`src/rtl/sys_cmd_ctrl_pkg.sv`:
```
// Command codes, operand addresses and FSM state encoding for the
// command-frame controller.
package sys_cmd_pkg;

    localparam logic [7:0] CMD_WR      = 8'hAA;
    localparam logic [7:0] CMD_RD      = 8'hBB;
    localparam logic [7:0] CMD_ALU_OP  = 8'hCC;
    localparam logic [7:0] CMD_ALU_NOP = 8'hDD;

    // ALU operands live in the first two register-file locations
    localparam int OPA_ADDR = 0;
    localparam int OPB_ADDR = 1;

    typedef enum logic [3:0] {
        S_IDLE,
        S_WR_ADDR,
        S_WR_DATA,
        S_RD_ADDR,
        S_RD_WAIT,
        S_ALU_A,
        S_ALU_B,
        S_ALU_FUN,
        S_ALU_WAIT,
        S_SEND_LO,
        S_SEND_HI
    } state_t;

endpackage

```
`src/rtl/sys_cmd_ctrl_if.sv`:
```
// Bus bundle between the command controller and its neighbours: RX byte
// stream in, register file and ALU control out, reply bytes to the TX FIFO.
interface sys_cmd_ctrl_if #(
    parameter int DATA_WIDTH = 8,
    parameter int ADDR_WIDTH = 4
);
    logic [DATA_WIDTH-1:0]   RX_P_DATA;
    logic                    RX_D_VLD;
    logic [DATA_WIDTH-1:0]   RdData;
    logic                    RdData_Valid;
    logic [2*DATA_WIDTH-1:0] ALU_OUT;
    logic                    OUT_Valid;
    logic                    FIFO_FULL;
    logic                    WrEn;
    logic                    RdEn;
    logic [ADDR_WIDTH-1:0]   Address;
    logic [DATA_WIDTH-1:0]   WrData;
    logic                    ALU_EN;
    logic [3:0]              ALU_FUN;
    logic                    CLK_EN;
    logic [DATA_WIDTH-1:0]   TX_P_DATA;
    logic                    TX_D_VLD;
    logic                    FRAME_ERR;

    // controller side
    modport master (
        input  RX_P_DATA, RX_D_VLD, RdData, RdData_Valid, ALU_OUT, OUT_Valid, FIFO_FULL,
        output WrEn, RdEn, Address, WrData, ALU_EN, ALU_FUN, CLK_EN,
               TX_P_DATA, TX_D_VLD, FRAME_ERR
    );

    // environment side (synchroniser, register file, ALU, TX FIFO)
    modport slave (
        output RX_P_DATA, RX_D_VLD, RdData, RdData_Valid, ALU_OUT, OUT_Valid, FIFO_FULL,
        input  WrEn, RdEn, Address, WrData, ALU_EN, ALU_FUN, CLK_EN,
               TX_P_DATA, TX_D_VLD, FRAME_ERR
    );
endinterface

```
`src/rtl/sys_cmd_ctrl.sv`:
```
// Command-frame controller: parses AA/BB/CC/DD frames from the synchronised
// RX byte stream, drives register-file and ALU strobes, and returns read/ALU
// results to the TX FIFO under FIFO_FULL back-pressure.
//
//  state      | meaning
//  -----------+---------------------------------------------------------
//  S_IDLE     | waiting for a command byte
//  S_WR_ADDR  | write frame, waiting for address byte
//  S_WR_DATA  | write frame, waiting for data byte
//  S_RD_ADDR  | read frame, waiting for address byte
//  S_RD_WAIT  | read issued, waiting for RdData_Valid (timed)
//  S_ALU_A    | ALU frame, waiting for operand A (stored at OPA_ADDR)
//  S_ALU_B    | ALU frame, waiting for operand B (stored at OPB_ADDR)
//  S_ALU_FUN  | waiting for function byte, ALU clock enabled
//  S_ALU_WAIT | ALU started, waiting for OUT_Valid (timed)
//  S_SEND_LO  | offering result low byte to TX FIFO
//  S_SEND_HI  | offering result high byte to TX FIFO (ALU replies only)
module sys_cmd_ctrl
    import sys_cmd_pkg::*;
#(
    parameter int DATA_WIDTH  = 8,
    parameter int ADDR_WIDTH  = 4,
    parameter int TIMEOUT_CYC = 16
) (
    input  logic              CLK,
    input  logic              RST,
    sys_cmd_ctrl_if.master    bus
);

    localparam int CNT_W = $clog2(TIMEOUT_CYC);
    localparam logic [CNT_W-1:0] TMO_LAST = CNT_W'(TIMEOUT_CYC - 1);

    state_t                  state, state_nxt;
    logic [CNT_W-1:0]        cnt, cnt_nxt;
    logic [2*DATA_WIDTH-1:0] result, result_nxt;
    logic                    is_alu, is_alu_nxt;
    logic [ADDR_WIDTH-1:0]   addr_lat, addr_lat_nxt;

    logic                    wr_en_q, wr_en_nxt;
    logic                    rd_en_q, rd_en_nxt;
    logic [ADDR_WIDTH-1:0]   address_q, address_nxt;
    logic [DATA_WIDTH-1:0]   wr_data_q, wr_data_nxt;
    logic                    alu_en_q, alu_en_nxt;
    logic [3:0]              alu_fun_q, alu_fun_nxt;
    logic                    clk_en_q, clk_en_nxt;
    logic                    err_q, err_nxt;

    logic                    rx;
    logic [DATA_WIDTH-1:0]   rx_byte;
    logic                    tx_vld;
    logic                    sending;

    assign rx      = bus.RX_D_VLD;
    assign rx_byte = bus.RX_P_DATA;
    assign sending = (state == S_SEND_LO) || (state == S_SEND_HI);
    assign tx_vld  = sending && !bus.FIFO_FULL;

    // State, timer, result and registered outputs
    always_ff @(posedge CLK or posedge RST) begin
        if (RST) begin
            state     <= S_IDLE;
            cnt       <= '0;
            result    <= '0;
            is_alu    <= 1'b0;
            addr_lat  <= '0;
            wr_en_q   <= 1'b0;
            rd_en_q   <= 1'b0;
            address_q <= '0;
            wr_data_q <= '0;
            alu_en_q  <= 1'b0;
            alu_fun_q <= '0;
            clk_en_q  <= 1'b0;
            err_q     <= 1'b0;
        end else begin
            state     <= state_nxt;
            cnt       <= cnt_nxt;
            result    <= result_nxt;
            is_alu    <= is_alu_nxt;
            addr_lat  <= addr_lat_nxt;
            wr_en_q   <= wr_en_nxt;
            rd_en_q   <= rd_en_nxt;
            address_q <= address_nxt;
            wr_data_q <= wr_data_nxt;
            alu_en_q  <= alu_en_nxt;
            alu_fun_q <= alu_fun_nxt;
            clk_en_q  <= clk_en_nxt;
            err_q     <= err_nxt;
        end
    end

    // Next-state decode and next values of the registered outputs
    always_comb begin
        state_nxt    = state;
        cnt_nxt      = cnt;
        result_nxt   = result;
        is_alu_nxt   = is_alu;
        addr_lat_nxt = addr_lat;
        wr_en_nxt    = 1'b0;
        rd_en_nxt    = 1'b0;
        alu_en_nxt   = 1'b0;
        err_nxt      = 1'b0;
        address_nxt  = address_q;
        wr_data_nxt  = wr_data_q;
        alu_fun_nxt  = alu_fun_q;

        case (state)
            S_IDLE: begin
                if (rx) begin
                    case (rx_byte[7:0])
                        CMD_WR:      state_nxt = S_WR_ADDR;
                        CMD_RD:      state_nxt = S_RD_ADDR;
                        CMD_ALU_OP:  state_nxt = S_ALU_A;
                        CMD_ALU_NOP: state_nxt = S_ALU_FUN;
                        default:     err_nxt   = 1'b1;
                    endcase
                end
            end
            S_WR_ADDR: begin
                if (rx) begin
                    addr_lat_nxt = rx_byte[ADDR_WIDTH-1:0];
                    state_nxt    = S_WR_DATA;
                end
            end
            S_WR_DATA: begin
                if (rx) begin
                    wr_en_nxt   = 1'b1;
                    address_nxt = addr_lat;
                    wr_data_nxt = rx_byte;
                    state_nxt   = S_IDLE;
                end
            end
            S_RD_ADDR: begin
                if (rx) begin
                    rd_en_nxt   = 1'b1;
                    address_nxt = rx_byte[ADDR_WIDTH-1:0];
                    cnt_nxt     = '0;
                    state_nxt   = S_RD_WAIT;
                end
            end
            S_RD_WAIT: begin
                // a valid on the terminal cycle still wins over the timeout
                if (bus.RdData_Valid) begin
                    result_nxt = {{DATA_WIDTH{1'b0}}, bus.RdData};
                    is_alu_nxt = 1'b0;
                    state_nxt  = S_SEND_LO;
                end else if (cnt == TMO_LAST) begin
                    err_nxt   = 1'b1;
                    state_nxt = S_IDLE;
                end else begin
                    cnt_nxt = cnt + 1'b1;
                end
            end
            S_ALU_A: begin
                if (rx) begin
                    wr_en_nxt   = 1'b1;
                    address_nxt = ADDR_WIDTH'(OPA_ADDR);
                    wr_data_nxt = rx_byte;
                    state_nxt   = S_ALU_B;
                end
            end
            S_ALU_B: begin
                if (rx) begin
                    wr_en_nxt   = 1'b1;
                    address_nxt = ADDR_WIDTH'(OPB_ADDR);
                    wr_data_nxt = rx_byte;
                    state_nxt   = S_ALU_FUN;
                end
            end
            S_ALU_FUN: begin
                if (rx) begin
                    alu_en_nxt  = 1'b1;
                    alu_fun_nxt = rx_byte[3:0];
                    cnt_nxt     = '0;
                    state_nxt   = S_ALU_WAIT;
                end
            end
            S_ALU_WAIT: begin
                if (bus.OUT_Valid) begin
                    result_nxt = bus.ALU_OUT;
                    is_alu_nxt = 1'b1;
                    state_nxt  = S_SEND_LO;
                end else if (cnt == TMO_LAST) begin
                    err_nxt   = 1'b1;
                    state_nxt = S_IDLE;
                end else begin
                    cnt_nxt = cnt + 1'b1;
                end
            end
            S_SEND_LO: begin
                if (tx_vld) state_nxt = is_alu ? S_SEND_HI : S_IDLE;
            end
            S_SEND_HI: begin
                if (tx_vld) state_nxt = S_IDLE;
            end
            default: state_nxt = S_IDLE;
        endcase

        // bytes arriving while a reply is pending are dropped and flagged
        if (rx && ((state == S_RD_WAIT) || (state == S_ALU_WAIT) || sending))
            err_nxt = 1'b1;

        clk_en_nxt = (state_nxt == S_ALU_FUN) || (state_nxt == S_ALU_WAIT);
    end

    // Output drive: registered strobes plus the combinational TX path
    always_comb begin
        bus.WrEn      = wr_en_q;
        bus.RdEn      = rd_en_q;
        bus.Address   = address_q;
        bus.WrData    = wr_data_q;
        bus.ALU_EN    = alu_en_q;
        bus.ALU_FUN   = alu_fun_q;
        bus.CLK_EN    = clk_en_q;
        bus.FRAME_ERR = err_q;
        bus.TX_D_VLD  = tx_vld;
        bus.TX_P_DATA = '0;
        if (state == S_SEND_LO)      bus.TX_P_DATA = result[DATA_WIDTH-1:0];
        else if (state == S_SEND_HI) bus.TX_P_DATA = result[2*DATA_WIDTH-1:DATA_WIDTH];
    end

endmodule
```
`src/flat_wrapper.sv`:
```
// flat-port wrapper written by rule: the top's interface ports become plain ports
module sys_cmd_ctrl_flat import sys_cmd_pkg::*;
#(
    parameter int DATA_WIDTH  = 8,
    parameter int ADDR_WIDTH  = 4,
    parameter int TIMEOUT_CYC = 16
)
  (CLK, RST, bus_RX_P_DATA, bus_RX_D_VLD, bus_RdData, bus_RdData_Valid, bus_ALU_OUT, bus_OUT_Valid, bus_FIFO_FULL, bus_WrEn, bus_RdEn, bus_Address, bus_WrData, bus_ALU_EN, bus_ALU_FUN, bus_CLK_EN, bus_TX_P_DATA, bus_TX_D_VLD, bus_FRAME_ERR);
  sys_cmd_ctrl_if #(.DATA_WIDTH(DATA_WIDTH), .ADDR_WIDTH(ADDR_WIDTH)) bus_i ();
  input  logic CLK;
  input  logic RST;
  input wire logic [$bits(bus_i.RX_P_DATA)-1:0] bus_RX_P_DATA;
  input wire logic [$bits(bus_i.RX_D_VLD)-1:0] bus_RX_D_VLD;
  input wire logic [$bits(bus_i.RdData)-1:0] bus_RdData;
  input wire logic [$bits(bus_i.RdData_Valid)-1:0] bus_RdData_Valid;
  input wire logic [$bits(bus_i.ALU_OUT)-1:0] bus_ALU_OUT;
  input wire logic [$bits(bus_i.OUT_Valid)-1:0] bus_OUT_Valid;
  input wire logic [$bits(bus_i.FIFO_FULL)-1:0] bus_FIFO_FULL;
  output wire logic [$bits(bus_i.WrEn)-1:0] bus_WrEn;
  output wire logic [$bits(bus_i.RdEn)-1:0] bus_RdEn;
  output wire logic [$bits(bus_i.Address)-1:0] bus_Address;
  output wire logic [$bits(bus_i.WrData)-1:0] bus_WrData;
  output wire logic [$bits(bus_i.ALU_EN)-1:0] bus_ALU_EN;
  output wire logic [$bits(bus_i.ALU_FUN)-1:0] bus_ALU_FUN;
  output wire logic [$bits(bus_i.CLK_EN)-1:0] bus_CLK_EN;
  output wire logic [$bits(bus_i.TX_P_DATA)-1:0] bus_TX_P_DATA;
  output wire logic [$bits(bus_i.TX_D_VLD)-1:0] bus_TX_D_VLD;
  output wire logic [$bits(bus_i.FRAME_ERR)-1:0] bus_FRAME_ERR;
  assign bus_i.RX_P_DATA = bus_RX_P_DATA;
  assign bus_i.RX_D_VLD = bus_RX_D_VLD;
  assign bus_i.RdData = bus_RdData;
  assign bus_i.RdData_Valid = bus_RdData_Valid;
  assign bus_i.ALU_OUT = bus_ALU_OUT;
  assign bus_i.OUT_Valid = bus_OUT_Valid;
  assign bus_i.FIFO_FULL = bus_FIFO_FULL;
  assign bus_WrEn = bus_i.WrEn;
  assign bus_RdEn = bus_i.RdEn;
  assign bus_Address = bus_i.Address;
  assign bus_WrData = bus_i.WrData;
  assign bus_ALU_EN = bus_i.ALU_EN;
  assign bus_ALU_FUN = bus_i.ALU_FUN;
  assign bus_CLK_EN = bus_i.CLK_EN;
  assign bus_TX_P_DATA = bus_i.TX_P_DATA;
  assign bus_TX_D_VLD = bus_i.TX_D_VLD;
  assign bus_FRAME_ERR = bus_i.FRAME_ERR;
  sys_cmd_ctrl #(.DATA_WIDTH(DATA_WIDTH), .ADDR_WIDTH(ADDR_WIDTH), .TIMEOUT_CYC(TIMEOUT_CYC)) u_core (.CLK(CLK), .RST(RST), .bus(bus_i));
endmodule
```
`config.mk`:
```
export PLATFORM = sky130hd
export DESIGN_NAME = sys_cmd_ctrl_flat
export DESIGN_NICKNAME = d
export VERILOG_FILES = /design/src/rtl/sys_cmd_ctrl_pkg.sv /design/src/rtl/sys_cmd_ctrl_if.sv /design/src/rtl/sys_cmd_ctrl.sv /design/src/flat_wrapper.sv
export SDC_FILE = /design/constraint.sdc
export NUM_CORES = 1
export LEC_CHECK = 0
export ABC_AREA = 1
export CAP_MARGIN = 20
export CORE_UTILIZATION = 48
export DETAILED_ROUTE_END_ITERATION = 10
export GPL_TIMING_DRIVEN = 0
export PLACE_DENSITY = 0.75
export SLEW_MARGIN = 20
export SYNTH_ARGS = -nofsm -noshare
export SYNTH_HDL_FRONTEND = slang
export SYNTH_SLANG_ARGS = --single-unit
```
`constraint.sdc`:
```
create_clock -name CLK -period 1.6 [get_ports CLK]
set_input_delay 0.32 -clock CLK [delete_from_list [all_inputs] [get_ports CLK]]
set_output_delay 0.32 -clock CLK [all_outputs]
set_load 0.03 [all_outputs]
```
==> impl_metrics.env <==
export IMPL_cap_violations=0
export IMPL_drtAntennaViolNets=0
export IMPL_die_area_sq_um=5597
export IMPL_synthesis_nets=375
export IMPL_drive_gt1_frac=0.2471
export IMPL_row_count=26
export IMPL_avgSynthCellArea_sq_um=7.574
export IMPL_p_switching_uw=2962
export IMPL_tightest_slew_ns=0.4533
export IMPL_pwr_share_comb=0.548
export IMPL_wl_per_cell_microns=13.56
export IMPL_internal_power_uw=3469
export IMPL_hpwlAfterDp_microns=4602
export IMPL_grt_pass1_vias=2348
export IMPL_yosysSeqAreaShare=0.4916
export IMPL_powerDensity_nw_per_um2=1712
export IMPL_netlist_instances=336
export IMPL_place_inst=473
export IMPL_root_buffer="clkbuf_8"
export IMPL_layout_min_cycle_time_ns=1.806
export IMPL_worstPathMaxFanout=10
export IMPL_start_util=0.4983
export IMPL_synth_area_leaders="dfrtp_1, nand2_1, nand3_1"
export IMPL_final_max_slew_viol_count=0
export IMPL_antenna_found_initial=0
export IMPL_fin_cells=499
export IMPL_finClkSkew_ns=0.006510
export IMPL_p_sw_frac=0.4606
export IMPL_area_delta_synth_final_pct=47.64
export IMPL_synth_top_area_frac=0.4916
export IMPL_drt_wl_total_microns=6765
export IMPL_setup_tns_final_ns=-1.810
export IMPL_slew_headroom=0.6974
export IMPL_seqPwrFrac=0.329
export IMPL_status="complete, but fails checks"
export IMPL_period_share=1.129
export IMPL_p_clk_frac=0.124
export IMPL_gp_congestion=0.9138
export IMPL_boundaryPins=68
export IMPL_die_w_microns=74.82
export IMPL_cts_sink_count=50
export IMPL_hold_viol=0
export IMPL_nFillCells=410
export IMPL_clk_pin_slew_ns=0.10
export IMPL_cts_buffer_depth=2
export IMPL_cts_max_level=2
export IMPL_rsz0062_at_grt="yes"
export IMPL_yosys_area_top_type="dfrtp_1"
export IMPL_routed_via_density=5.122
export IMPL_arrival_ns=1.49
export IMPL_port_buffers=66
export IMPL_hp_class="input pin to async pin"
export IMPL_cts_buffers=5
export IMPL_required_ns=1.28
export IMPL_final_area_sq_um=3757
export IMPL_cp_start_kind="register"
export IMPL_timing_final_ws_setup_ns=-0.2058
export IMPL_coreArea_sq_um=5107
export IMPL_cts_tree="yes"
export IMPL_p_leak_uw=0.001880
export IMPL_vias=2556
export IMPL_drt_pass1_iterations=4
export IMPL_grt_max_degree=30
export IMPL_n_antenna_cell=0
export IMPL_grt_first_pass_wirelength_microns=10480
export IMPL_die_height_microns=74.82
export IMPL_vdd_ir_drop_max_uv=851.8
export IMPL_netlist_cell_type_count=27
export IMPL_dpl_cell_area_sq_um=3317
export IMPL_violations="setup timing"
export IMPL_track_usage=0.2449
export IMPL_clk_latency_ns=0.31
export IMPL_worstSetupPathType="register to output port"
export IMPL_drtIter0Drc=151
export IMPL_fin_nets=467
export IMPL_fmax_mhz=553.8
export IMPL_synth_seq_cells=50
export IMPL_final_core_util=0.7357
export IMPL_synthesis_area_sq_um=2545
export IMPL_drc_errors=0
export IMPL_grt_overflow_total=0
export IMPL_cts_hold_buf=0
export IMPL_crit_path_end_kind="output port"
export IMPL_finalSetupViolCount=14
export IMPL_yosys_warnings=0
## final timing paths
kind / from / to / slack (ns) / cells after the start
setup / recovery: u_core.state[2]$_DFF_PP0_ / bus_TX_P_DATA[4] / -0.21 / 6
hold / removal: RST / u_core.bus.ALU_FUN[0]$_DFFE_PP0P_ / 0.32 / 2
setup reg to reg: u_core.state[0]$_DFF_PP0_ / u_core.cnt[0]$_DFFE_PP0P_ / -0.07 / 9
hold reg to reg: u_core.bus.WrData[6]$_DFFE_PP0P_ / u_core.bus.WrData[6]$_DFFE_PP0P_ / 0.48 / 2
max in group asynchronous: RST / u_core.state[3]$_DFF_PP0_ / 0.76 / 3
min in group CLK: bus_RX_D_VLD / u_core.bus.RdEn$_DFF_PP0_ / 0.39 / 3
## cell usage after synthesis (all sizes together)
master and count:
nor3 2, o22ai 1, dfrtp 50, nand3b 2
clkbuf 1, nand3 31, a21oi 6, inv 38
nand2 107, o21ai 34, nand4 1, ha 1
a31oi 12, or2 2, a21boi 1, buf 6
nor2 40, xor2 1
## sequential cells by signal, indices dropped and copies added, names as in the netlist, 4 cells and up
| name | count |
|---|---|
| u_core.result | 16 |
| u_core.bus.WrData | 8 |
| u_core.addr_lat | 4 |
| u_core.bus.ALU_FUN | 4 |
| u_core.bus.Address | 4 |
| u_core.cnt | 4 |
| u_core.state | 4 |
## metal layers
metal	global-route usage	part of all wire	vias up	routed length, microns
li1	-	-	1267	-
met1	0.3048	0.41	1175	2778
met2	0.4284	0.51	97	3466
met3	0.04418	0.054	17	368
met4	0.08386	0.022	0	152
met5	0	0	-	0
## final cells by class
cell class              count  area, sq um  share of cell area
well taps                  70        87.58             0.02331
flip-flops and latches     50         1255              0.3340
inverters                  38        147.6             0.03929
plain buffers               7        60.06             0.01598
multi-input cells         242         1316              0.3503
clock inverters             3        28.78            0.007659
clock buffers               5        68.82             0.01832
repair buffers             84        793.3              0.2111
## repair_timing
item | in CTS | in global routing
gates cloned | 0 | 2
pin swaps | 1 | 14
resized for setup | 91 | 58
buffers inserted | 3 | 13
endpoints found under the setup margin | 45 | 29
## logic make-up (layout without fill, tap and decap cells)
kind of cell,after synthesis,after routing,share of synthesized area
buffers and inverters,45,137,0.07374
AO/OA/AOI/OAI,54,54,0.1136
flip-flops,50,50,0.4916
AND/OR/NAND/NOR,185,186,0.3127
XOR/XNOR,1,1,0.003442
adder cells (fa/ha/maj),1,1,0.004916
## cells in the final DEF, fill, tap and decap left out, types with 2 or more instances in the layout
cell type	netlist	routed
a21oi_1	6	5
a31oi_1	12	12
buf_2	3	2
buf_4	2	18
buf_6	1	11
clkbuf_8	0	5
clkdlybuf4s50_1	0	36
dfrtp_1	50	47
dfrtp_2	0	3
dlygate4sd2_1	0	21
inv_1	34	31
inv_2	4	6
inv_6	0	2
nand2_1	99	90
nand2_2	7	12
nand2_4	1	6
nand3_1	30	21
nand3_2	1	10
nand3b_1	2	2
nor2_1	36	26
nor2_2	3	5
nor2_4	1	9
o21ai_0	27	19
o21ai_1	7	8
o21ai_2	0	7
or2_2	2	2
## critical path: stages (launching register included)
cell	delay, ns
dfrtp_2	0.47
inv_2	0.09
nand2_2	0.07
nor2_4	0.13
inv_6	0.08
o21ai_2	0.16
buf_6	0.15
## power groups by stage
stage,sequential (uW),clock [uW],combinational (uW)
2_1_floorplan,2420,0,1630
3_3_place_gp,2080,0,2910
3_5_place_dp,2100,0,2970
4_1_cts,2060,814,2970
5_1_grt,2170,852,3870
6_report,2110,796,3520
## per-stage QoR
step	setup slack (ns)	hold WS, ns	power (uW)
CTS	-0.2643	0.3343	5849
floorplan	-0.04824	0.4366	4045
global placement	-0.8363	0.4549	4994
finish	-0.2058	0.3217	6432
detailed placement	-0.5966	0.4622	5071
global route	-0.2622	0.3824	6885
Power figures use the tool's default switching activity.
